`src/rtl/dmem_arb_pkg.sv`:
```
// Shared definitions for the data-memory arbiter.
// Holds the priority-holder enum, default widths, the requester port
// indices and a helper that checks whether a word address fits the
// memory index width.
package dmem_arb_pkg;

  typedef enum logic {
    PRI_CPU = 1'b0,
    PRI_DBG = 1'b1
  } pri_e;

  localparam int unsigned DEF_AW = 8;
  localparam int unsigned DEF_DW = 16;
  localparam int unsigned ADDR_W = 16;
  localparam int unsigned CNT_W  = 4;

  localparam int unsigned PORT_CPU = 0;
  localparam int unsigned PORT_DBG = 1;

  // True when every address bit above the memory index width is zero.
  function automatic logic addr_in_range(input logic [ADDR_W-1:0] addr,
                                         input int unsigned       aw);
    return (aw >= ADDR_W) || ((addr >> aw) == '0);
  endfunction

endpackage

```
`src/rtl/dmem_burst_ctr.sv`:
```
// Burst-limited priority tracker for the data-memory arbiter.
// Counts consecutive contested grants to the current priority holder and
// hands priority to the other port after MAX_BURST of them. Any cycle
// without contention returns priority to the CPU and clears the count.
//   clk, rst_n  : clock, asynchronous active-low reset
//   contested   : both ports requesting this cycle
//   holder_gnt  : the current priority holder was granted this cycle
//   pri         : current priority holder
module dmem_burst_ctr
  import dmem_arb_pkg::*;
#(
  parameter int unsigned MAX_BURST = 4
) (
  input  logic clk,
  input  logic rst_n,
  input  logic contested,
  input  logic holder_gnt,
  output pri_e pri
);

  localparam logic [CNT_W-1:0] LAST = CNT_W'(MAX_BURST - 1);

  pri_e             pri_q, pri_d;
  logic [CNT_W-1:0] cnt_q, cnt_d;

  always_comb begin
    pri_d = pri_q;
    cnt_d = cnt_q;
    if (contested && holder_gnt) begin
      if (cnt_q == LAST) begin
        pri_d = (pri_q == PRI_CPU) ? PRI_DBG : PRI_CPU;
        cnt_d = '0;
      end else begin
        cnt_d = cnt_q + 1'b1;
      end
    end else begin
      pri_d = PRI_CPU;
      cnt_d = '0;
    end
  end

  always_ff @(posedge clk or negedge rst_n) begin
    if (!rst_n) begin
      pri_q <= PRI_CPU;
      cnt_q <= '0;
    end else begin
      pri_q <= pri_d;
      cnt_q <= cnt_d;
    end
  end

  assign pri = pri_q;

endmodule

```
`src/rtl/dmem_arbiter.sv`:
```
// Two-port arbiter in front of the single-ported data memory.
// Port 0 (c_*) is the CPU load/store stage, port 1 (d_*) the debug/loader.
// At most one access is granted per cycle; under contention the priority
// holder wins, with a burst limit so neither side starves.
//   c_req/c_we/c_addr/c_wdata -> c_gnt, c_rvalid, c_rdata   (CPU port)
//   d_req/d_we/d_addr/d_wdata -> d_gnt, d_rvalid, d_rdata   (debug port)
//   cpu_stall                 : CPU is requesting but not granted
//   mem_A/mem_WD/mem_WE/mem_RE: memory pins driven from the granted port
//   mem_RD                    : combinational read data from memory
//   addr_err                  : sticky, set by any out-of-range access
module dmem_arbiter
  import dmem_arb_pkg::*;
#(
  parameter int unsigned AW        = DEF_AW,
  parameter int unsigned DW        = DEF_DW,
  parameter int unsigned MAX_BURST = 4
) (
  input  logic              clk,
  input  logic              rst,
  input  logic              c_req,
  input  logic              c_we,
  input  logic [ADDR_W-1:0] c_addr,
  input  logic [DW-1:0]     c_wdata,
  output logic              c_gnt,
  output logic              c_rvalid,
  output logic [DW-1:0]     c_rdata,
  input  logic              d_req,
  input  logic              d_we,
  input  logic [ADDR_W-1:0] d_addr,
  input  logic [DW-1:0]     d_wdata,
  output logic              d_gnt,
  output logic              d_rvalid,
  output logic [DW-1:0]     d_rdata,
  output logic              cpu_stall,
  output logic [ADDR_W-1:0] mem_A,
  output logic [DW-1:0]     mem_WD,
  output logic              mem_WE,
  output logic              mem_RE,
  input  logic [DW-1:0]     mem_RD,
  output logic              addr_err
);

  pri_e       pri;
  logic [1:0] gnt;
  logic       c_in, d_in;
  logic       contested, holder_gnt;

  logic          c_rvalid_q, c_rvalid_d;
  logic [DW-1:0] c_rdata_q,  c_rdata_d;
  logic          d_rvalid_q, d_rvalid_d;
  logic [DW-1:0] d_rdata_q,  d_rdata_d;
  logic          addr_err_q, addr_err_d;

  dmem_burst_ctr #(
    .MAX_BURST(MAX_BURST)
  ) u_burst (
    .clk       (clk),
    .rst_n     (rst),
    .contested (contested),
    .holder_gnt(holder_gnt),
    .pri       (pri)
  );

  // Grant and memory-pin muxing
  always_comb begin
    c_in      = addr_in_range(c_addr, AW);
    d_in      = addr_in_range(d_addr, AW);
    contested = c_req & d_req;

    gnt           = '0;
    gnt[PORT_CPU] = c_req & (~d_req | (pri == PRI_CPU));
    gnt[PORT_DBG] = d_req & (~c_req | (pri == PRI_DBG));
    holder_gnt    = (pri == PRI_CPU) ? gnt[PORT_CPU] : gnt[PORT_DBG];

    mem_A  = '0;
    mem_WD = '0;
    mem_WE = 1'b0;
    mem_RE = 1'b0;
    if (gnt[PORT_CPU]) begin
      mem_A  = c_addr;
      mem_WD = c_wdata;
      mem_WE = c_we & c_in;
      mem_RE = ~c_we;
    end else if (gnt[PORT_DBG]) begin
      mem_A  = d_addr;
      mem_WD = d_wdata;
      mem_WE = d_we & d_in;
      mem_RE = ~d_we;
    end
  end

  // Read return: capture on the edge closing the grant cycle; an
  // out-of-range read still completes, but with zero data.
  always_comb begin
    c_rvalid_d = gnt[PORT_CPU] & ~c_we;
    c_rdata_d  = c_rdata_q;
    if (c_rvalid_d) c_rdata_d = c_in ? mem_RD : '0;

    d_rvalid_d = gnt[PORT_DBG] & ~d_we;
    d_rdata_d  = d_rdata_q;
    if (d_rvalid_d) d_rdata_d = d_in ? mem_RD : '0;

    addr_err_d = addr_err_q
               | (gnt[PORT_CPU] & ~c_in)
               | (gnt[PORT_DBG] & ~d_in);
  end

  always_ff @(posedge clk or negedge rst) begin
    if (!rst) begin
      c_rvalid_q <= 1'b0;
      c_rdata_q  <= '0;
      d_rvalid_q <= 1'b0;
      d_rdata_q  <= '0;
      addr_err_q <= 1'b0;
    end else begin
      c_rvalid_q <= c_rvalid_d;
      c_rdata_q  <= c_rdata_d;
      d_rvalid_q <= d_rvalid_d;
      d_rdata_q  <= d_rdata_d;
      addr_err_q <= addr_err_d;
    end
  end

  assign c_gnt     = gnt[PORT_CPU];
  assign d_gnt     = gnt[PORT_DBG];
  assign cpu_stall = c_req & ~gnt[PORT_CPU];
  assign c_rvalid  = c_rvalid_q;
  assign c_rdata   = c_rdata_q;
  assign d_rvalid  = d_rvalid_q;
  assign d_rdata   = d_rdata_q;
  assign addr_err  = addr_err_q;

endmodule
```
`config.mk`:
```
export PLATFORM = sky130hd
export DESIGN_NAME = dmem_arbiter
export DESIGN_NICKNAME = d
export VERILOG_FILES = /design/src/rtl/dmem_arb_pkg.sv /design/src/rtl/dmem_burst_ctr.sv /design/src/rtl/dmem_arbiter.sv
export SDC_FILE = /design/constraint.sdc
export NUM_CORES = 1
export LEC_CHECK = 0
export BUFFER_PORTS_ARGS = -buffer_cell sky130_fd_sc_hd__buf_2
export CORE_ASPECT_RATIO = 1.4
export CORE_MARGIN = 10
export CORE_UTILIZATION = 35
export CTS_BUF_LIST = sky130_fd_sc_hd__clkbuf_2 sky130_fd_sc_hd__clkbuf_4 sky130_fd_sc_hd__clkbuf_8
export CTS_CLUSTER_DIAMETER = 100
export DETAILED_ROUTE_END_ITERATION = 8
export PLACE_DENSITY = 0.75
export SETUP_SLACK_MARGIN = 0.3
export SLEW_MARGIN = 20
export SYNTH_ARGS = -nofsm -noshare
export SYNTH_HDL_FRONTEND = slang
export SYNTH_SLANG_ARGS = --single-unit
export TNS_END_PERCENT = 5
```
`constraint.sdc`:
```
create_clock -name clk -period 1.5 [get_ports clk]
set_input_delay 0.3 -clock clk [delete_from_list [all_inputs] [get_ports clk]]
set_output_delay 0.3 -clock clk [all_outputs]
set_load 0.05 [all_outputs]
```
==> impl_metrics.csv <==
group,metric,value,unit
die,core_area,5822,sq um
die,fp-row-count,33,
clock_network,cts_hold_buf,0,
route,drt_first_pass_iters,4,
die,io-pin-count,158,
setup_path,cp_slowest_cell,"dfrtp_2",
setup_path,crit_chain,"nor2b_4 -> nor2_4 -> buf_12 -> a22o_2 -> buf_12",
route,wirelength,9287,um
setup_path,critPathMaxStageDelay,0.45,ns
outcome,violations,"negative setup slack",
outcome,outcome,"finished with violations",
global_routing,grt_pass1_wl,13940,um
timing,worst_pin_slew,0.5011,ns
logic_synthesis,synthesis.nets,275,
logic_synthesis,ys.flop_type,"dfrtp_1",
timing,rsz0062_at_grt,"true",
clock_network,cts.sinks,40,
die,die-area,9441,sq um
setup_path,worstSetupStartpointType,"flip-flop",
timing,fmax,534.2,MHz
route,vias_per_cell,5.346,
logic_synthesis,syn_inst,188,
route,wire_per_inst,21.55,um
logic_synthesis,synth_top_area_cell,"dfrtp_1",
global_routing,grt_antenna_before_repair,0,
clock_network,root_buffer,"clkbuf_8",
setup_path,setup.worst_path.class,"flip-flop to output port",
setup_path,rrSetupSlack,0,ns
timing,min_period,1.872,ns
die,initial_utilization,0.3559,
final_layout,n_fill_cell,396,
logic_synthesis,synth_area,2072,sq um
setup_path,path_common_cell,"buf_12",
logic_synthesis,seq_area_frac_synth,0.4831,
final_layout,num_antenna_cells,0,
route,drt_iter0_markers,127,
logic_synthesis,synth_common_cells,"48 x a22o_1, 40 x dfrtp_1, 24 x o31ai_1",
final_layout,fin_nets,447,
timing,finalCritPeriodShare,1.248,
logic_synthesis,synth_top_cell_area_share,0.4831,
logic_synthesis,synth_most_common_cell,"a22o_1",
power_and_ir_drop,p_per_area,696.1,nW/um^2
timing,timing.hold.ws,0.06658,ns
final_layout,area_growth_syn_to_layout,96.92,%
logic_synthesis,ys_ff_latch,40,
global_routing,overflow,0,
hold_path,hold_class,"primary input to asynchronous set/reset pin",
die,die_x,85.03,um
timing,fin_tns_setup,-12.10,ns
placed_design,dp_slack,-0.2629,ns
logic_synthesis,yosys_warnings,0,
logic_synthesis,synthArstFlopShare,1.000,
global_routing,track_usage,0.1805,
placed_design,dpl.hpwl,6710,um
placed_design,place.gp.congestion,0.7753,
route,drc,0,
global_routing,grt_max_degree,41,
clock_network,path_clk_slew,0.08,ns
final_layout,drive_above_1_share,0.6953,
timing,slew_headroom,0.6659,
logic_synthesis,yosysUniqueCellTypes,30,
timing,worst_slack,-0.3719,ns
logic_synthesis,synth.avg_cell_area,11.02,sq um
clock_network,numCtsBuffers,5,
timing,finClkSkew,0.006024,ns
setup_path,arrival,1.57,ns
timing,setup_viol,38,
power_and_ir_drop,leakagePower,2.148,nW
clock_network,h-tree-depth,2,
global_routing,first_global_vias,2622,
route,ant_nets,0,
logic_synthesis,yosys-top-cells-area,"dfrtp_1 48%, a22o_1 20%, o31ai_1 8.7%, o31ai_2 4.8%, inv_1 3.4%",
power_and_ir_drop,peakVddDrop,348.0,uV
setup_path,cp_max_fo,17,
timing,report.final.slew_viol_count,0,
clock_network,cts_tree,"yes",
setup_path,endpoint_kind,"output port",
job,maxCapViolations,0,
clock_network,clock_latency,0.29,ns
logic_synthesis,synth_edf_count,0,
die,die_h,111.0,um
setup_path,required,1.20,ns
placed_design,port-buffer-count,157,
timing,hold_viol,0,
route,vias,2304,
clock_network,clk_path_buf_depth,2,
-- where the power goes --
part / switching [mW] / internal, mW / total (mW)
logic: 0.575 / 0.446 / 1.02
registers: 0.00393 / 1.08 / 1.09
clock network: 0.364 / 0.367 / 0.731
-- cells in the final DEF (no fill, tap or decap), drive strengths merged, types with 2 or more instances in the layout --
master,count
clkbuf,8
buf,181
inv,19
nor4,4
nand2,4
dfrtp,40
a22o,48
and3,2
clkinv,3
nand2b,2
nor2,3
o31ai,32
-- metal layers --
metal  vias up  track usage  share of wire
met1      1099       0.1956           0.37
met3        10      0.08897           0.11
met2       125       0.2981           0.51
li1       1070            -              -
met4         0      0.05617          0.014
met5         -            0              0
-- metrics by stage --
stage                     utilization  power [mW]  cell area [sq um]  cells
final                          0.7008       2.840               4080    431
after global routing           0.7008       2.962               4080    431
after CTS                      0.6574       2.806               3827    429
after detailed placement       0.5583       1.908               3251    418
after global placement         0.5583       1.899               3251    418
after floorplan                     -       1.574               2185    188
-- final timing paths --
path	cells after the start	start	to
max	5	u_burst.pri	mem_WD[1]
min	2	rst	c_rdata[3]
max reg2reg	5	u_burst.pri	d_rdata[7]
min reg2reg	1	u_burst.cnt_q[0]	u_burst.cnt_q[0]
max in group asynchronous	2	rst	u_burst.pri
min in group clk	2	mem_RD[3]	c_rdata[3]
-- registers in the layout (all words and copies together), names as in the netlist --
register,cells
d_rvalid,1
c_rdata,16
d_rdata,16
u_burst.cnt_q,4
c_rvalid,1
addr_err,1
u_burst.pri,1
-- logic make-up (layout without fill, tap and decap cells) --
family	count (synthesis)	count (layout)	synth area share
buf+inv	38	211	0.08454
flops	40	40	0.4831
compound gates	84	84	0.3551
xor+xnor	2	2	0.008456
simple gates	23	23	0.06280
fa+ha+maj	1	1	0.006038
-- worst max-delay path, delay by kind of cell, from the launching register on --
family | cells | cell delay, ns
DFF | 1 | 0.45
and+or+nand+nor | 2 | 0.24
buffers and inverters | 2 | 0.31
AOI/OAI and AO/OA | 1 | 0.28
-- cell type report --
cell class / count / area, sq um / share of cell area
repair buffers: 183 / 1595 / 0.3910
inverters: 20 / 80.08 / 0.01963
well taps: 70 / 87.58 / 0.02147
flip-flops and latches: 40 / 1002 / 0.2456
multi-input cells: 110 / 1222 / 0.2996
clock buffers: 6 / 82.58 / 0.02024
clock inverters: 2 / 10.01 / 0.002453
-- timing repair --
item                                    4_1_cts  5_1_grt
endpoints found under the setup margin      106       86
buffers inserted                              2        0
endpoints found under the hold margin         0        0
pin swaps                                    18       14
resized for setup                           124       49
cloned                                        1        2
No activity file was read; power rests on OpenSTA's default activity.
